## src/rtl/cla_mp_sequencer.sv

```systemverilog
//==============================================================================
// Module      : cla_mp_sequencer (with helper cla_adder)
// Description : Multi-precision add/subtract; one 16-bit CLA slice walked
//               LSW-first over WORDS words with a registered carry chain.
// Revision    : 1.0 - initial release
//==============================================================================
`default_nettype none

module cla_adder (
    input  logic [15:0] a,
    input  logic [15:0] b,
    input  logic        cin,
    output logic [15:0] s,
    output logic        cout
);
    logic [15:0] w_g;
    logic [15:0] w_p;
    logic [15:0] w_c;
    logic [3:0]  w_gg;
    logic [3:0]  w_gp;
    logic [4:0]  w_gc;

    assign w_g = a & b;
    assign w_p = a ^ b;

    // Four 4-bit lookahead groups; bit carries expanded from the group carry-in
    generate
        for (genvar k = 0; k < 4; k++) begin : g_grp
            localparam int B = 4 * k;
            assign w_gg[k] = w_g[B+3] | (w_p[B+3] & w_g[B+2])
                           | (w_p[B+3] & w_p[B+2] & w_g[B+1])
                           | (w_p[B+3] & w_p[B+2] & w_p[B+1] & w_g[B]);
            assign w_gp[k] = &w_p[B+3:B];
            assign w_c[B]   = w_gc[k];
            assign w_c[B+1] = w_g[B] | (w_p[B] & w_gc[k]);
            assign w_c[B+2] = w_g[B+1] | (w_p[B+1] & w_g[B])
                            | (w_p[B+1] & w_p[B] & w_gc[k]);
            assign w_c[B+3] = w_g[B+2] | (w_p[B+2] & w_g[B+1])
                            | (w_p[B+2] & w_p[B+1] & w_g[B])
                            | (w_p[B+2] & w_p[B+1] & w_p[B] & w_gc[k]);
        end
    endgenerate

    assign w_gc[0] = cin;
    assign w_gc[1] = w_gg[0] | (w_gp[0] & cin);
    assign w_gc[2] = w_gg[1] | (w_gp[1] & w_gg[0]) | (w_gp[1] & w_gp[0] & cin);
    assign w_gc[3] = w_gg[2] | (w_gp[2] & w_gg[1]) | (w_gp[2] & w_gp[1] & w_gg[0])
                   | (w_gp[2] & w_gp[1] & w_gp[0] & cin);
    assign w_gc[4] = w_gg[3] | (w_gp[3] & w_gg[2]) | (w_gp[3] & w_gp[2] & w_gg[1])
                   | (w_gp[3] & w_gp[2] & w_gp[1] & w_gg[0])
                   | (w_gp[3] & w_gp[2] & w_gp[1] & w_gp[0] & cin);

    assign s    = w_p ^ w_c;
    assign cout = w_gc[4];
endmodule

module cla_mp_sequencer #(
    parameter int WORDS = 4
) (
    input  logic              clk,
    input  logic              rst,
    input  logic              in_valid,
    output logic              in_ready,
    input  logic [16*WORDS-1:0] a,
    input  logic [16*WORDS-1:0] b,
    input  logic              sub,
    input  logic              cin,
    output logic              out_valid,
    input  logic              out_ready,
    output logic [16*WORDS-1:0] sum,
    output logic              cout,
    output logic              overflow
);
    localparam int W     = 16 * WORDS;
    localparam int IDX_W = (WORDS > 1) ? $clog2(WORDS) : 1;
    localparam logic [IDX_W-1:0] LAST_IDX = IDX_W'(WORDS - 1);

    typedef enum logic [1:0] {
        ST_IDLE = 2'd0,
        ST_RUN  = 2'd1,
        ST_DONE = 2'd2
    } state_t;

    state_t           r_state;
    logic [IDX_W-1:0] r_idx;
    logic             r_carry;
    logic [W-1:0]     r_a;
    logic [W-1:0]     r_b;
    logic [W-1:0]     r_sum;
    logic             r_cout;
    logic             r_ovf;
    logic             r_out_valid;

    logic [15:0] w_a_word;
    logic [15:0] w_b_word;
    logic [15:0] w_s;
    logic        w_cout;
    logic        w_ovf;

    always_comb begin
        w_a_word = '0;
        w_b_word = '0;
        for (int i = 0; i < WORDS; i++) begin
            if (r_idx == IDX_W'(i)) begin
                w_a_word = r_a[16*i +: 16];
                w_b_word = r_b[16*i +: 16];
            end
        end
    end

    cla_adder u_add (
        .a    (w_a_word),
        .b    (w_b_word),
        .cin  (r_carry),
        .s    (w_s),
        .cout (w_cout)
    );

    // r_b already holds the effective (possibly inverted) operand
    assign w_ovf = (r_a[W-1] == r_b[W-1]) && (w_s[15] != r_a[W-1]);

    assign in_ready  = (r_state == ST_IDLE) && !rst;
    assign out_valid = r_out_valid;
    assign sum       = r_sum;
    assign cout      = r_cout;
    assign overflow  = r_ovf;

    always_ff @(posedge clk) begin
        if (rst) begin
            r_state     <= ST_IDLE;
            r_idx       <= '0;
            r_carry     <= 1'b0;
            r_a         <= '0;
            r_b         <= '0;
            r_sum       <= '0;
            r_cout      <= 1'b0;
            r_ovf       <= 1'b0;
            r_out_valid <= 1'b0;
        end else begin
            case (r_state)
                ST_IDLE: begin
                    if (in_valid && in_ready) begin
                        r_a     <= a;
                        r_b     <= sub ? ~b : b;
                        r_carry <= sub ? 1'b1 : cin;
                        r_idx   <= '0;
                        r_sum   <= '0;
                        r_state <= ST_RUN;
                    end
                end
                ST_RUN: begin
                    for (int i = 0; i < WORDS; i++) begin
                        if (r_idx == IDX_W'(i)) begin
                            r_sum[16*i +: 16] <= w_s;
                        end
                    end
                    r_carry <= w_cout;
                    if (r_idx == LAST_IDX) begin
                        r_cout      <= w_cout;
                        r_ovf       <= w_ovf;
                        r_out_valid <= 1'b1;
                        r_state     <= ST_DONE;
                    end else begin
                        r_idx <= r_idx + IDX_W'(1);
                    end
                end
                ST_DONE: begin
                    if (out_ready) begin
                        r_out_valid <= 1'b0;
                        r_state     <= ST_IDLE;
                    end
                end
                default: begin
                    r_state     <= ST_IDLE;
                    r_out_valid <= 1'b0;
                end
            endcase
        end
    end
endmodule

`default_nettype wire
```

## config.mk

```make
export PLATFORM = sky130hd
export DESIGN_NAME = cla_mp_sequencer
export DESIGN_NICKNAME = d
export VERILOG_FILES = /design/src/rtl/cla_mp_sequencer.sv
export SDC_FILE = /design/constraint.sdc
export NUM_CORES = 1
export LEC_CHECK = 0
export ABC_CLOCK_PERIOD_IN_PS = 3800
export BUFFER_PORTS_ARGS = -buffer_cell sky130_fd_sc_hd__buf_2
export CORE_ASPECT_RATIO = 0.75
export CORE_MARGIN = 2
export CORE_UTILIZATION = 33
export CTS_BUF_LIST = sky130_fd_sc_hd__clkbuf_4 sky130_fd_sc_hd__clkbuf_8 sky130_fd_sc_hd__clkbuf_16
export CTS_CLUSTER_DIAMETER = 120
export DETAILED_ROUTE_END_ITERATION = 16
export GPL_TIMING_DRIVEN = 0
export PLACE_DENSITY = 0.63
export SLEW_MARGIN = 15
export SYNTH_ARGS = -nofsm -noshare
export SYNTH_HDL_FRONTEND = slang
export SYNTH_SLANG_ARGS = --single-unit
```

## constraint.sdc

```tcl
create_clock -name clk -period 3.8 [get_ports clk]
set_clock_uncertainty 0.15 [all_clocks]
set_input_delay 0.19 -clock clk [delete_from_list [all_inputs] [get_ports clk]]
set_output_delay 0.19 -clock clk [all_outputs]
set_load 0.05 [all_outputs]
```

==> metrics.txt, run 1 <==
Area Overhead vs Synth=42.03%; Fin. Hold Viols=0; first-pass GRT wire length=55.34 mm; Fin Setup TNS=0 ns; initial antenna violation count=0; syn avg cell area=7.903 um2; post-synthesis register bit count=200; Iter 0 DRT Violations=899; minimum clock period=3.696 ns; share of the synthesized area in the top cell type=0.4109; Post-Syn Area=9744 um2; post-synth cell types=54; final RePlAce weighted congestion=0.8930; CTS tree=done; routed metal-1 wirelength=17.34 mm; Fill cells=2,838; grt total ovfl=0; crit path max fanout=5; status=finished, final reports clean; largest net degree at the start of global routing=18; Crit path arrival time=3.93 ns; vias in the first global route=9,974; WS Path Type=reg -> reg; Min-Delay Startpoint=cin; WP data required=4.03 ns; leading area contributor after synthesis=dfxtp_1; DR WL met2=15.16 mm; mean routed wirelength per cell=18.05 um; ANT nets after route=0; max_slew headroom=0.5229; Post-route DRC=0; ys async rst share=0; P_leak=5.793 nW; Final setup viols=0; Top Family by Delay on Critical Path=simple AND/OR/NAND/NOR gates; largest cells by area after synthesis=dfxtp_1 (41%), nand3b_1 (11%), nand2_1 (9.7%), a21oi_1 (6.0%), xnor2_1 (5.9%); root buffer cell=clkbuf_16; router iterations before antenna repair=5; Top cell by count, worst path=a21oi_1; unrepaired setup endpoints after global routing=true; Tcrit/Tclk final=0.9727; post-DP HPWL=26.05 mm; CP Launch Type=flop; Final Max Tran Viols=0; top_reg_cell synth=dfxtp_1; Clock transition at path regs=0.08 ns; Port Buffer Count=201; Max Used Layer=met4; WHS=0.1392 ns; layout cell share with drive strength beyond 1=0.2401; cts bufs inserted=17; Non-Filler Instances=2,008; clk_lat worst skew=0.44 ns; f_max=0.2705 GHz; PD cells=386.2 nW/um2; worst r2r src=r_idx[1]$_SDFFE_PP0P_; All-Layer GR Usage=0.2305; CP max stage delay=0.50 ns; Finished Core Util=0.4764; Max Cap Violations=0; Synth top cells by count=nand2_1 (252), dfxtp_1 (200), nand3b_1 (148), a21oi_1 (116), nor2_1 (103); critical path's slowest cell=fa_2; min-delay worst type=in -> reg; post-synthesis sequential area ratio=0.4109; Longest Clk Path Bufs=2; die area=30,930 um2; Post-synth EDFFs=0; final WL=36.25 mm; Worst setup EP type=flop; die width=202.4 um; row count=54; core area=29,050 um2; vias per cell=5.039; # diodes=0; Final Net Count=1,764; DR WL met3=2.765 mm; CP Cell Sequence=inv_4 > ha_4 > buf_4 > buf_6 > nand3b_1 > a21oi_1 > a21oi_1 > nor2_1 > a21o_1 > ha_4 > and4_4 > buf_4 > a221oi_4 > and2_4 > fa_2 > nor3_2 > a21oi_1 > nor2_1; Mapped Cells=1,233; Critical Path Start=r_idx[1]$_SDFFE_PP0P_; # clock sinks=200; most frequent cell after synthesis=nand2_1; CTS H-tree depth=4; Ports=202; Yosys warning total=0; placed cells=1,826; vias=10.12k; Slew @ Worst Pin=0.7157 ns; worst ir drop on vdd=0.3365 mV; Mapped Nets=1,391; worst path bufs/invs=4; Initial Util=0.3354; Die Y=152.8 um
[worst paths after layout]
| path | slack (ns) | endpoint | cells after the start |
|---|---|---|---|
| max | 0.10 | sum[28]$_SDFFE_PP0P_ | 18 |
| min | 0.14 | r_carry$_SDFFE_PP0P_ | 5 |
| min reg2reg | 0.30 | sum[19]$_SDFFE_PP0P_ | 2 |
| max reg2reg | 0.10 | sum[28]$_SDFFE_PP0P_ | 18 |
[power by group]
part           internal, mW  switching, mW  leakage, nW
sequential             2.22         0.0985         1.64
combinational         0.503          0.683         3.88
clock                 0.984          0.854        0.273
[layout by cell type, fill, tap and decap left out, drive strengths merged, types with 3 or more instances in the layout]
cell	n
o21ai	115
dfxtp	200
a22oi	4
nor3	10
dlygate4sd3	130
a21o	6
nand4	4
o311ai	4
nor2	103
nand4b	5
clkinvlp	3
a31oi	6
buf	268
nand3	13
nand2b	3
mux2i	4
nand3b	148
a21oi	117
fa	4
o21a	3
xnor2	66
clkbuf	74
or4	4
a211oi	5
xor2	5
inv	16
ha	20
nand2	252
[cell families (layout without fill, tap and decap cells)]
logic type      after synthesis  count (layout)  share of synthesized area
compound gates              269             269                     0.1541
xor+xnor                     71              71                    0.06382
fa+ha+maj                    24              24                    0.03390
buf+inv                     110             493                    0.04533
flops                       200             200                     0.4109
mux                           5               5                   0.005649
simple gates                554             554                     0.2863
[repair_timing]
action	in CTS	in global routing
resized for setup	83	84
pin swaps	12	30
endpoints found under the hold margin	131	0
setup endpoints to repair	59	39
gates cloned	0	2
buffers inserted	9	14
hold buffers	130	0
[area by class of cell]
class	instances	area (um2)	share of cell area
Clock inverter	11	140.1	0.01013
Timing Repair Buffer	356	2516	0.1818
Buffer	98	541.8	0.03915
Tap cell	392	490.5	0.03544
Multi-Input combinational cell	923	5664	0.4093
Inverter	10	42.54	0.003074
Clock buffer	18	432.9	0.03128
Sequential cell	200	4011	0.2898
[stage by stage]
stage	setup slack, ns	cell area, um2	power (mW)
final	0.1036	13840	5.345
after global routing	-0.04677	13840	5.547
after CTS	0.002590	13430	5.244
after detailed placement	-1.108	11240	3.268
after global placement	-1.029	11240	3.253
after floorplan	0.03677	9746	2.917
[sequential cells by signal, summed over array words and instances, names as in the netlist]
signal	count
r_b	64
r_carry	1
sum	64
r_a	64
cout	1
overflow	1
out_valid	1
r_state	2
r_idx	2
[metal layers]
layer	global-route usage	up-vias
met5	0	-
met4	0.08099	0
met3	0.04840	56
met2	0.3438	396
met1	0.3285	4753
li1	-	4913
[worst register-to-register path, stage by stage (launching register included)]
cell	delay [ns]
dfxtp_4	0.37
inv_4	0.05
ha_4	0.18
buf_4	0.15
buf_6	0.13
nand3b_1	0.15
a21oi_1	0.19
a21oi_1	0.06
nor2_1	0.14
a21o_1	0.18
ha_4	0.23
and4_4	0.17
buf_4	0.13
a221oi_4	0.30
and2_4	0.20
fa_2	0.50
nor3_2	0.22
a21oi_1	0.06
nor2_1	0.09
(Power assumes the default switching activity.)
==> run 2: changes to the inputs <==
--- a/config.mk
+++ b/config.mk
@@ -10,11 +10,9 @@
 export CORE_ASPECT_RATIO = 0.75
 export CORE_MARGIN = 2
 export CORE_UTILIZATION = 33
-export CTS_BUF_LIST = sky130_fd_sc_hd__clkbuf_4 sky130_fd_sc_hd__clkbuf_8 sky130_fd_sc_hd__clkbuf_16
 export CTS_CLUSTER_DIAMETER = 120
 export DETAILED_ROUTE_END_ITERATION = 16
 export GPL_TIMING_DRIVEN = 0
-export PLACE_DENSITY = 0.63
 export SLEW_MARGIN = 15
 export SYNTH_ARGS = -nofsm -noshare
 export SYNTH_HDL_FRONTEND = slang
==> metrics.txt, run 2 (synthesis results as in run 1) <==
Top cell by count, worst path=nor2_1; Tcrit/Tclk final=0.9975; minimum clock period=3.790 ns; Longest Clk Path Bufs=2; Die Y=152.8 um; WS Path Type=reg -> reg; terminus of the critical flop-to-flop path=sum[44]$_SDFFE_PP0P_; CTS H-tree depth=4; switching share of total power=0.3098; Ports=202; Int Power=3.705 mW; PD cells=389.9 nW/um2; Slew @ Worst Pin=0.7740 ns; # diodes=0; min-delay worst type=in -> reg; WHS=0.09915 ns; vias=10.06k; CP Cell Sequence=ha_2 > clkbuf_1 > o21ai_1 > ha_1 > o211ai_1 > buf_4 > nor3b_4 > nand2_2 > and2_4 > fa_2 > nor2_1 > a31oi_1 > nor2_1; crit path max fanout=10; mean routed wirelength per cell=18.16 um; critical path's slowest cell=fa_2; area of the multi-input gates=5627 um2; vias per cell=5.012; Post-route DRC=0; placed cells=1,826; # clock sinks=200; initial antenna violation count=0; Final Max Tran Viols=0; register area=4011 um2; Fill cells=2,885; Initial Util=0.3354; final WL=36.44 mm; worst ir drop on vdd=0.2771 mV; CP max stage delay=0.66 ns; unrepaired setup endpoints after global routing=true; die width=202.4 um; core area=29,050 um2; status=finished, final reports clean; P_leak=5.787 nW; root buffer cell=clkbuf_16; Clock Power Share=0.349; largest net degree at the start of global routing=19; cells on worst reg2reg path=13; commonest non-fill, non-tap cells in the layout=nand2_1 (250), buf_2 (226), dfxtp_1 (198), nand3b_1 (148), dlygate4sd3_1 (130); clk_lat worst skew=0.44 ns; router iterations before antenna repair=5; r2r setup slk=0.01 ns; ANT nets after route=0; Critical Path Start=r_idx[0]$_SDFFE_PP0P_; layout cell share with drive strength beyond 1=0.2291; row count=54; most common cell after layout, fill and taps aside=nand2_1; crit path capture=sum[44]$_SDFFE_PP0P_; NetSw=1.663 mW; Final Net Count=1,761; grt total ovfl=0; Clock transition at path regs=0.08 ns; Non-Filler Instances=2,007; CTS tree=done; Fin. Hold Viols=0; Worst setup EP type=flop; final RePlAce weighted congestion=0.9252; WP data required=3.96 ns; combinational power share=0.218; first-pass GRT wire length=55.79 mm; die area=30,930 um2; Port Buffer Count=201; Area Overhead vs Synth=41.27%; Sequential Power Share=0.433; Iter 0 DRT Violations=994; cts bufs inserted=17; Max Cap Violations=0; post-DP HPWL=26.25 mm; area post-placement=11,240 um2; max_slew headroom=0.4840; final instance area=13,770 um2; power after layout=5.368 mW; worst r2r src=r_idx[0]$_SDFFE_PP0P_; Final setup viols=0; Crit path arrival time=3.95 ns; vias in the first global route=9,908; CP Launch Type=flop; Min-Delay Startpoint=cin; f_max=0.2638 GHz; All-Layer GR Usage=0.2336
==> run 2: cell count changes in the layout (fill, tap and decap cells not counted), moves of 3 or more <==
cell / change
o21ai_1: +7
clkinv_4: +3
a21oi_2: -5
a21oi_1: +3
nor2_1: +5
nor2_2: -5
o21ai_2: -8
==> run 2: metal layers <==
metal,share of wire,up-vias,GRT usage
met5,0,-,0
met2,0.43,364,0.3488
li1,-,4911,-
met1,0.48,4733,0.3388
met4,0.019,0,0.05978
met3,0.071,52,0.05224
==> run 2: layout make-up <==
cell class	count	area share
buffer	98	0.03863
clock buffer	18	0.03118
clock inverter	13	0.01173
inverter	10	0.003090
multi-input combinational	923	0.4087
sequential	200	0.2914
tap	392	0.03563
timing repair buffer	353	0.1796
==> run 2: per-stage QoR <==
| stage | util | TNS, ns | setup WS (ns) |
|---|---|---|---|
| after floorplan | - | 0 | 0.03677 |
| after global placement | 0.3870 | -43.51 | -1.038 |
| after detailed placement | 0.3870 | -48.84 | -1.132 |
| after CTS | 0.4640 | 0 | 0.0003229 |
| after global routing | 0.4738 | -0.1646 | -0.04108 |
| final | 0.4738 | 0 | 0.009585 |
==> run 2: worst min path at each step <==
| stage | to | slack, ns | depth (start not counted) |
|---|---|---|---|
| 5_1_grt | r_carry$_SDFFE_PP0P_ | 0.12 | 5 |
| 4_1_cts | r_carry$_SDFFE_PP0P_ | 0.08 | 5 |
| 6_report | r_carry$_SDFFE_PP0P_ | 0.1 | 5 |
| 3_3_place_gp | r_a[41]$_SDFFE_PP0P_ | 0.23 | 3 |
| 3_5_place_dp | r_a[17]$_SDFFE_PP0P_ | 0.23 | 3 |
| 2_1_floorplan | r_a[0]$_SDFFE_PP0P_ | 0.14 | 2 |
==> run 2: power groups by stage <==
stage | logic [mW] | registers [mW] | clock network [mW]
after floorplan | 0.538 | 2.38 | 0
after global placement | 0.899 | 2.36 | 0
after detailed placement | 0.910 | 2.36 | 0
after CTS | 1.09 | 2.31 | 1.90
after global routing | 1.26 | 2.33 | 1.99
final | 1.17 | 2.32 | 1.88
==> run 2: critical path: cells and delay by family, from the launching register on <==
kind / cells / cell delay [ns]
buffers and inverters: 2 / 0.74
AND/OR/NAND/NOR: 5 / 0.63
flip-flops: 1 / 0.39
AO/OA/AOI/OAI: 3 / 0.48
adder cells (fa/ha/maj): 3 / 1.29
==> run 2: what timing repair did <==
item / in CTS / in global routing
pin swaps: 14 / 22
hold buffers: 130 / 0
endpoints found under the hold margin: 131 / 0
gates resized for setup: 86 / 67
buffers inserted: 12 / 10
endpoints found under the setup margin: 59 / 37
